--- config.mk ---
export PLATFORM = sky130hd
export DESIGN_NAME = program_sequencer
export DESIGN_NICKNAME = d
export VERILOG_FILES = /design/src/rtl/program_sequencer.sv
export SDC_FILE = /design/constraint.sdc
export NUM_CORES = 1
export LEC_CHECK = 0
export CAP_MARGIN = 25
export CORE_MARGIN = 3
export CORE_UTILIZATION = 60
export DETAILED_ROUTE_END_ITERATION = 7
export DONT_BUFFER_PORTS = 1
export HOLD_SLACK_MARGIN = 0.06
export PLACE_DENSITY = 0.81
export SYNTH_ARGS = -nofsm -noshare
export SYNTH_HDL_FRONTEND = slang
export SYNTH_SLANG_ARGS = --single-unit
--- constraint.sdc ---
create_clock -name clk -period 3.6 [get_ports clk]
set_input_delay 0.54 -clock clk [delete_from_list [all_inputs] [get_ports clk]]
set_output_delay 0.54 -clock clk [all_outputs]
set_load 0.02 [all_outputs]
--- src/rtl/program_sequencer.sv ---
// Program sequencer: fetch PC generation with prioritised redirects
// (trap, mret, branch, jump, return), a circular return-address stack,
// a one-cycle FLUSH after every redirect, and a HALT state.
module program_sequencer #(
  parameter int unsigned                 INSTR_ADDR_WIDTH = 20,
  parameter int unsigned                 STEP             = 2,
  parameter logic [INSTR_ADDR_WIDTH-1:0] RESET_VECTOR     = '0,
  parameter logic [INSTR_ADDR_WIDTH-1:0] TRAP_VECTOR      = INSTR_ADDR_WIDTH'('h100),
  parameter int unsigned                 RAS_DEPTH        = 4
) (
  input  logic                        clk,
  input  logic                        rst,
  input  logic                        fetch_ready,
  input  logic                        stall,
  input  logic                        branch_taken,
  input  logic [INSTR_ADDR_WIDTH-1:0] branch_target,
  input  logic                        jump,
  input  logic [INSTR_ADDR_WIDTH-1:0] jump_target,
  input  logic                        link,
  input  logic                        ret,
  input  logic                        trap_req,
  input  logic                        mret,
  input  logic                        halt_req,
  input  logic                        resume,
  output logic [INSTR_ADDR_WIDTH-1:0] pc,
  output logic [INSTR_ADDR_WIDTH-1:0] pc_plus,
  output logic [INSTR_ADDR_WIDTH-1:0] pc_next,
  output logic                        fetch_valid,
  output logic [INSTR_ADDR_WIDTH-1:0] epc,
  output logic [1:0]                  state,
  output logic                        misaligned,
  output logic                        ras_empty,
  output logic                        ras_full
);

  localparam int unsigned W     = INSTR_ADDR_WIDTH;
  localparam int unsigned PTR_W = $clog2(RAS_DEPTH);
  localparam int unsigned CNT_W = PTR_W + 1;

  localparam logic [CNT_W-1:0] CNT_FULL   = CNT_W'(RAS_DEPTH);
  localparam logic [W-1:0]     INC        = W'(1) << STEP;
  localparam logic [W-1:0]     ALIGN_MASK = INC - W'(1);

  localparam logic [1:0] RUN   = 2'd0;
  localparam logic [1:0] FLUSH = 2'd1;
  localparam logic [1:0] HALT  = 2'd2;

  logic [W-1:0]     pc_q, pc_d;
  logic [W-1:0]     epc_q, epc_d;
  logic [1:0]       state_q, state_d;
  logic             mis_q, mis_d;
  logic [PTR_W-1:0] sp_q;
  logic [CNT_W-1:0] cnt_q;
  logic [W-1:0]     ras_q [RAS_DEPTH];

  logic             push, pop;
  logic [W-1:0]     ras_top;
  logic [W-1:0]     seq_pc;

  function automatic logic is_misaligned(input logic [W-1:0] addr);
    return |(addr & ALIGN_MASK);
  endfunction

  assign seq_pc  = pc_q + INC;
  assign ras_top = ras_q[sp_q - PTR_W'(1)];

  // Next-state selection: redirect priority, halt handling and stall freeze
  always_comb begin
    pc_d    = pc_q;
    epc_d   = epc_q;
    state_d = state_q;
    mis_d   = 1'b0;
    push    = 1'b0;
    pop     = 1'b0;
    if (!stall) begin
      case (state_q)
        RUN: begin
          if (trap_req) begin
            epc_d   = pc_q;
            pc_d    = TRAP_VECTOR;
            state_d = FLUSH;
          end else if (mret) begin
            pc_d    = epc_q;
            state_d = FLUSH;
          end else if (branch_taken) begin
            state_d = FLUSH;
            if (is_misaligned(branch_target)) begin
              epc_d = pc_q;
              pc_d  = TRAP_VECTOR;
              mis_d = 1'b1;
            end else begin
              pc_d = branch_target;
            end
          end else if (jump) begin
            // A misaligned call becomes a trap, so its return address is not pushed
            state_d = FLUSH;
            if (is_misaligned(jump_target)) begin
              epc_d = pc_q;
              pc_d  = TRAP_VECTOR;
              mis_d = 1'b1;
            end else begin
              pc_d = jump_target;
              push = link;
            end
          end else if (ret && (cnt_q != '0)) begin
            // The popped entry is consumed even when it turns into a trap
            state_d = FLUSH;
            pop     = 1'b1;
            if (is_misaligned(ras_top)) begin
              epc_d = pc_q;
              pc_d  = TRAP_VECTOR;
              mis_d = 1'b1;
            end else begin
              pc_d = ras_top;
            end
          end else if (halt_req) begin
            state_d = HALT;
          end else if (fetch_ready) begin
            pc_d = seq_pc;
          end
        end
        FLUSH: begin
          state_d = halt_req ? HALT : RUN;
        end
        HALT: begin
          if (trap_req) begin
            epc_d   = pc_q;
            pc_d    = TRAP_VECTOR;
            state_d = FLUSH;
          end else if (resume) begin
            state_d = RUN;
          end
        end
        default: begin
          state_d = RUN;
        end
      endcase
    end
  end

  // PC, EPC, state and misalignment pulse registers
  always_ff @(posedge clk or posedge rst) begin
    if (rst) begin
      pc_q    <= RESET_VECTOR;
      epc_q   <= '0;
      state_q <= RUN;
      mis_q   <= 1'b0;
    end else begin
      pc_q    <= pc_d;
      epc_q   <= epc_d;
      state_q <= state_d;
      mis_q   <= mis_d;
    end
  end

  // Stack pointer and occupancy; a push when full wraps onto the oldest slot
  always_ff @(posedge clk or posedge rst) begin
    if (rst) begin
      sp_q  <= '0;
      cnt_q <= '0;
    end else if (push) begin
      sp_q  <= sp_q + PTR_W'(1);
      cnt_q <= (cnt_q == CNT_FULL) ? cnt_q : cnt_q + CNT_W'(1);
    end else if (pop) begin
      sp_q  <= sp_q - PTR_W'(1);
      cnt_q <= cnt_q - CNT_W'(1);
    end
  end

  // Return-address storage; contents are only meaningful below the count
  always_ff @(posedge clk) begin
    if (push) begin
      ras_q[sp_q] <= seq_pc;
    end
  end

  assign pc          = pc_q;
  assign pc_plus     = seq_pc;
  assign pc_next     = pc_d;
  assign fetch_valid = (state_q == RUN);
  assign epc         = epc_q;
  assign state       = state_q;
  assign misaligned  = mis_q;
  assign ras_empty   = (cnt_q == '0);
  assign ras_full    = (cnt_q == CNT_FULL);

endmodule

==> impl_metrics.py <==
metrics = {
    "worst_setup_path": {
        "criticalPathCategory": "reg -> out",
        "r2r_end": "epc[14]",
        "required_ns": 3.06,
        "cpMaxStageDelayCell": "dfrtp_1",
        "path_max_fanout": 11,
        "worstSetupEndpointType": "output pin",
        "critPathLaunchType": "flip-flop",
        "worst-r2r-cell-count": 6,
        "critical_path_arrival_ns": 2.90,
        "rrSetupSlack_ns": 0.89,
        "slowest_delay_ns": 0.60,
        "path_cells": "nand3_2 -> nor4_4 -> nand2_1 -> o311a_1 -> o21ai_1",
        "rr_startpoint": "sp_q[1]",
    },
    "logic_synthesis": {
        "synth-edff-count": 80,
        "ys_async_sr_fraction_pct": 37.5,
        "synth_area_sq_um": 6340,
        "synthDistinctLibCells": 68,
        "syn_area_per_cell_sq_um": 13.2,
        "ys_seq_area_share_pct": 56.9,
        "ys_seq_elements": 128,
        "yosys_warnings": 0,
        "synth_top_flop_cell": "edfxtp_1",
        "synth_nets": 538,
        "synth_cells": 480,
    },
    "power": {
        "seqPwrFrac_pct": 43.3,
        "powerDensity_nw_per_um2": 671,
        "total_power_w": 0.00484,
        "p_int_w": 0.00318,
        "netSwitchingFraction_pct": 34.3,
        "pwr-share-comb_pct": 22.2,
        "clockPowerShare_pct": 34.5,
        "ir_drop_uv": 474,
        "p_leak_nw": 2.74,
        "net-switching-power_w": 0.00166,
    },
    "sta": {
        "slew_headroom_pct": 39.4,
        "setup_viol": 0,
        "min_period_over_period_pct": 95.6,
        "hold_violations": 0,
        "rsz0062_at_grt": "yes",
        "finalCriticalPeriod_ns": 3.44,
        "fmax_mhz": 291,
        "drv_slew": 0,
        "worstMarginPinSlew_ns": 0.901,
        "fin_worst_skew_ns": 0.0105,
    },
    "drt": {
        "drtIter0Drc": 470,
        "drt_drc_violations_left": 0,
        "vias_per_cell": 6.95,
        "wl_per_cell_um": 26.6,
        "antenna_left": 0,
        "dr.pass1.iters": 5,
        "dr_total_vias": 4464,
        "routed_wl_um": 17100,
    },
    "worst_hold_path": {
        "whs_endpoint": "state[1]",
        "hold_start": "stall",
        "hold_depth": 1,
        "min_path_type": "in -> reg",
    },
    "cells_and_area": {
        "syn2layout_area_growth_pct": 13.7,
        "antenna_cells": 0,
        "fin_nets": 554,
        "drive_gt1_share_pct": 20.0,
        "fin_util_pct": 72.1,
        "layout_commonest_cell": "edfxtp_1",
        "layout_common_cells": "80 x edfxtp_1, 46 x dfrtp_1, 31 x buf_4",
    },
    "clock_network": {
        "cts.sinks": 128,
        "path_clk_slew_ns": 0.06,
        "cts_made_buffers": 17,
        "clockRootBuffer": "clkbuf_8",
        "insertion_delay_ns": 0.54,
        "htree_levels": 4,
        "cts_tree": "yes",
        "clk_path_buf_depth": 2,
    },
    "flow_run": {
        "maxCapViolCount": 0,
    },
    "floorplanning": {
        "initial_core_util_pct": 63.4,
        "die_h_um": 109,
        "dieArea_sq_um": 11800,
        "num_io_pins": 138,
        "core_sq_um": 10000,
        "die_w_um": 109,
        "rows": 36,
    },
    "global_routing": {
        "antenna_found_initial": 1,
        "grt_pass1_wl_um": 25500,
        "grt_use_total_pct": 29.7,
        "grt_max_degree": 49,
        "grt_overflow": 0,
        "grt_pass1_vias": 4465,
    },
    "placed_design": {
        "hpwl_um": 12000,
        "io_buffers": 0,
        "place.gp.congestion": 0.924,
    },
    "status": {
        "status": "finished clean",
    },
}
## area by class of cell
cell class / count / area, sq um
fill: 666 / 2790
timing repair buffer: 34 / 283
inverter: 11 / 41.3
sequential: 128 / 3610
multi-input combinational: 304 / 2540
clock buffer: 20 / 425
tap: 133 / 166
clock inverter: 12 / 143
## through the flow
step / cell area (sq um) / hold WS, ns / setup WS [ns] / cells / setup TNS, ns
5_1_grt: 7210 / 0.0980 / -0.0263 / 642 / -0.0263
3_3_place_gp: 6560 / 0.581 / 0.656 / 607 / 0
4_1_cts: 7130 / 0.0795 / 0.0538 / 639 / 0
2_1_floorplan: 6340 / 0.551 / 0.400 / 480 / 0
6_report: 7210 / 0.0915 / 0.158 / 642 / 0
3_5_place_dp: 6560 / 0.586 / 0.564 / 607 / 0
## critical path: cells and delay by family, from the launching register on
family,cells,cell delay (ns)
compound gates,2,0.72
flops,1,0.60
simple gates,3,1.04
## registers in the layout (all words and copies together) (netlist names)
signal      cells
cnt_q           3
epc            20
misaligned      1
pc             20
ras_q          80
sp_q            2
state           2
## cells in the mapped netlist (all sizes together), types with 9 or more instances
cell type / instances / area (sq um)
a221oi: 14 / 123
mux2: 21 / 236
o21ai: 33 / 176
edfxtp: 80 / 2400
clkbuf: 20 / 78.8
nor4: 9 / 114
nand2: 26 / 97.6
mux4: 19 / 428
xor2: 10 / 87.6
xnor2: 20 / 175
a21oi: 10 / 50.1
inv: 11 / 41.3
nand3: 12 / 90.1
dfrtp: 48 / 1200
buf: 17 / 115
nor3: 11 / 60.1
nor2: 29 / 109
## cells by family (layout without fill, tap and decap cells)
logic type | Yosys count | in the layout | synth area share, %
AO/OA/AOI/OAI | 102 | 102 | 11.8
XOR/XNOR | 30 | 30 | 4.15
adder cells (fa/ha/maj) | 6 | 6 | 1.30
buffers and inverters | 48 | 77 | 3.71
flip-flops | 128 | 128 | 56.9
multiplexers | 41 | 41 | 10.6
AND/OR/NAND/NOR | 125 | 125 | 11.5
## power by group through the flow
stage / sequential, W / combinational (W) / clock, W
floorplan: 0.00204 / 0.000805 / 0
global placement: 0.00211 / 0.00102 / 0
detailed placement: 0.00212 / 0.00104 / 0
CTS: 0.00209 / 0.00105 / 0.00168
global route: 0.00211 / 0.00115 / 0.00174
finish: 0.00210 / 0.00107 / 0.00167
## what timing repair did
| item | in CTS | in global routing |
|---|---|---|
| hold buffers | 0 | 1 |
| resized for setup | 2 | 6 |
| setup buffers | 0 | 1 |
| endpoints found under the hold margin | 0 | 48 |
| cloned | 0 | 0 |
| pin swaps | 0 | 3 |
| setup endpoints to repair | 2 | 7 |
## per-layer routing
layer  track usage [%]  vias up  share of wire, %
met5                 0        -             0.088
met4              16.5        2               5.6
met3              11.6       81                10
met2              46.3      302                49
met1              35.4     2196                35
li1                  -     1883                 -
## how the worst max path moves through the flow
stage,from,endpoint,slack [ns]
finish,pc[7],pc_next[13],0.16
floorplan,sp_q[0],pc_next[3],0.40
detailed placement,pc[2],pc_next[14],0.56
CTS,pc[2],pc_next[12],0.05
global placement,pc[3],pc_next[14],0.66
global route,pc[7],pc_next[13],-0.03
(Power assumes the default switching activity.)
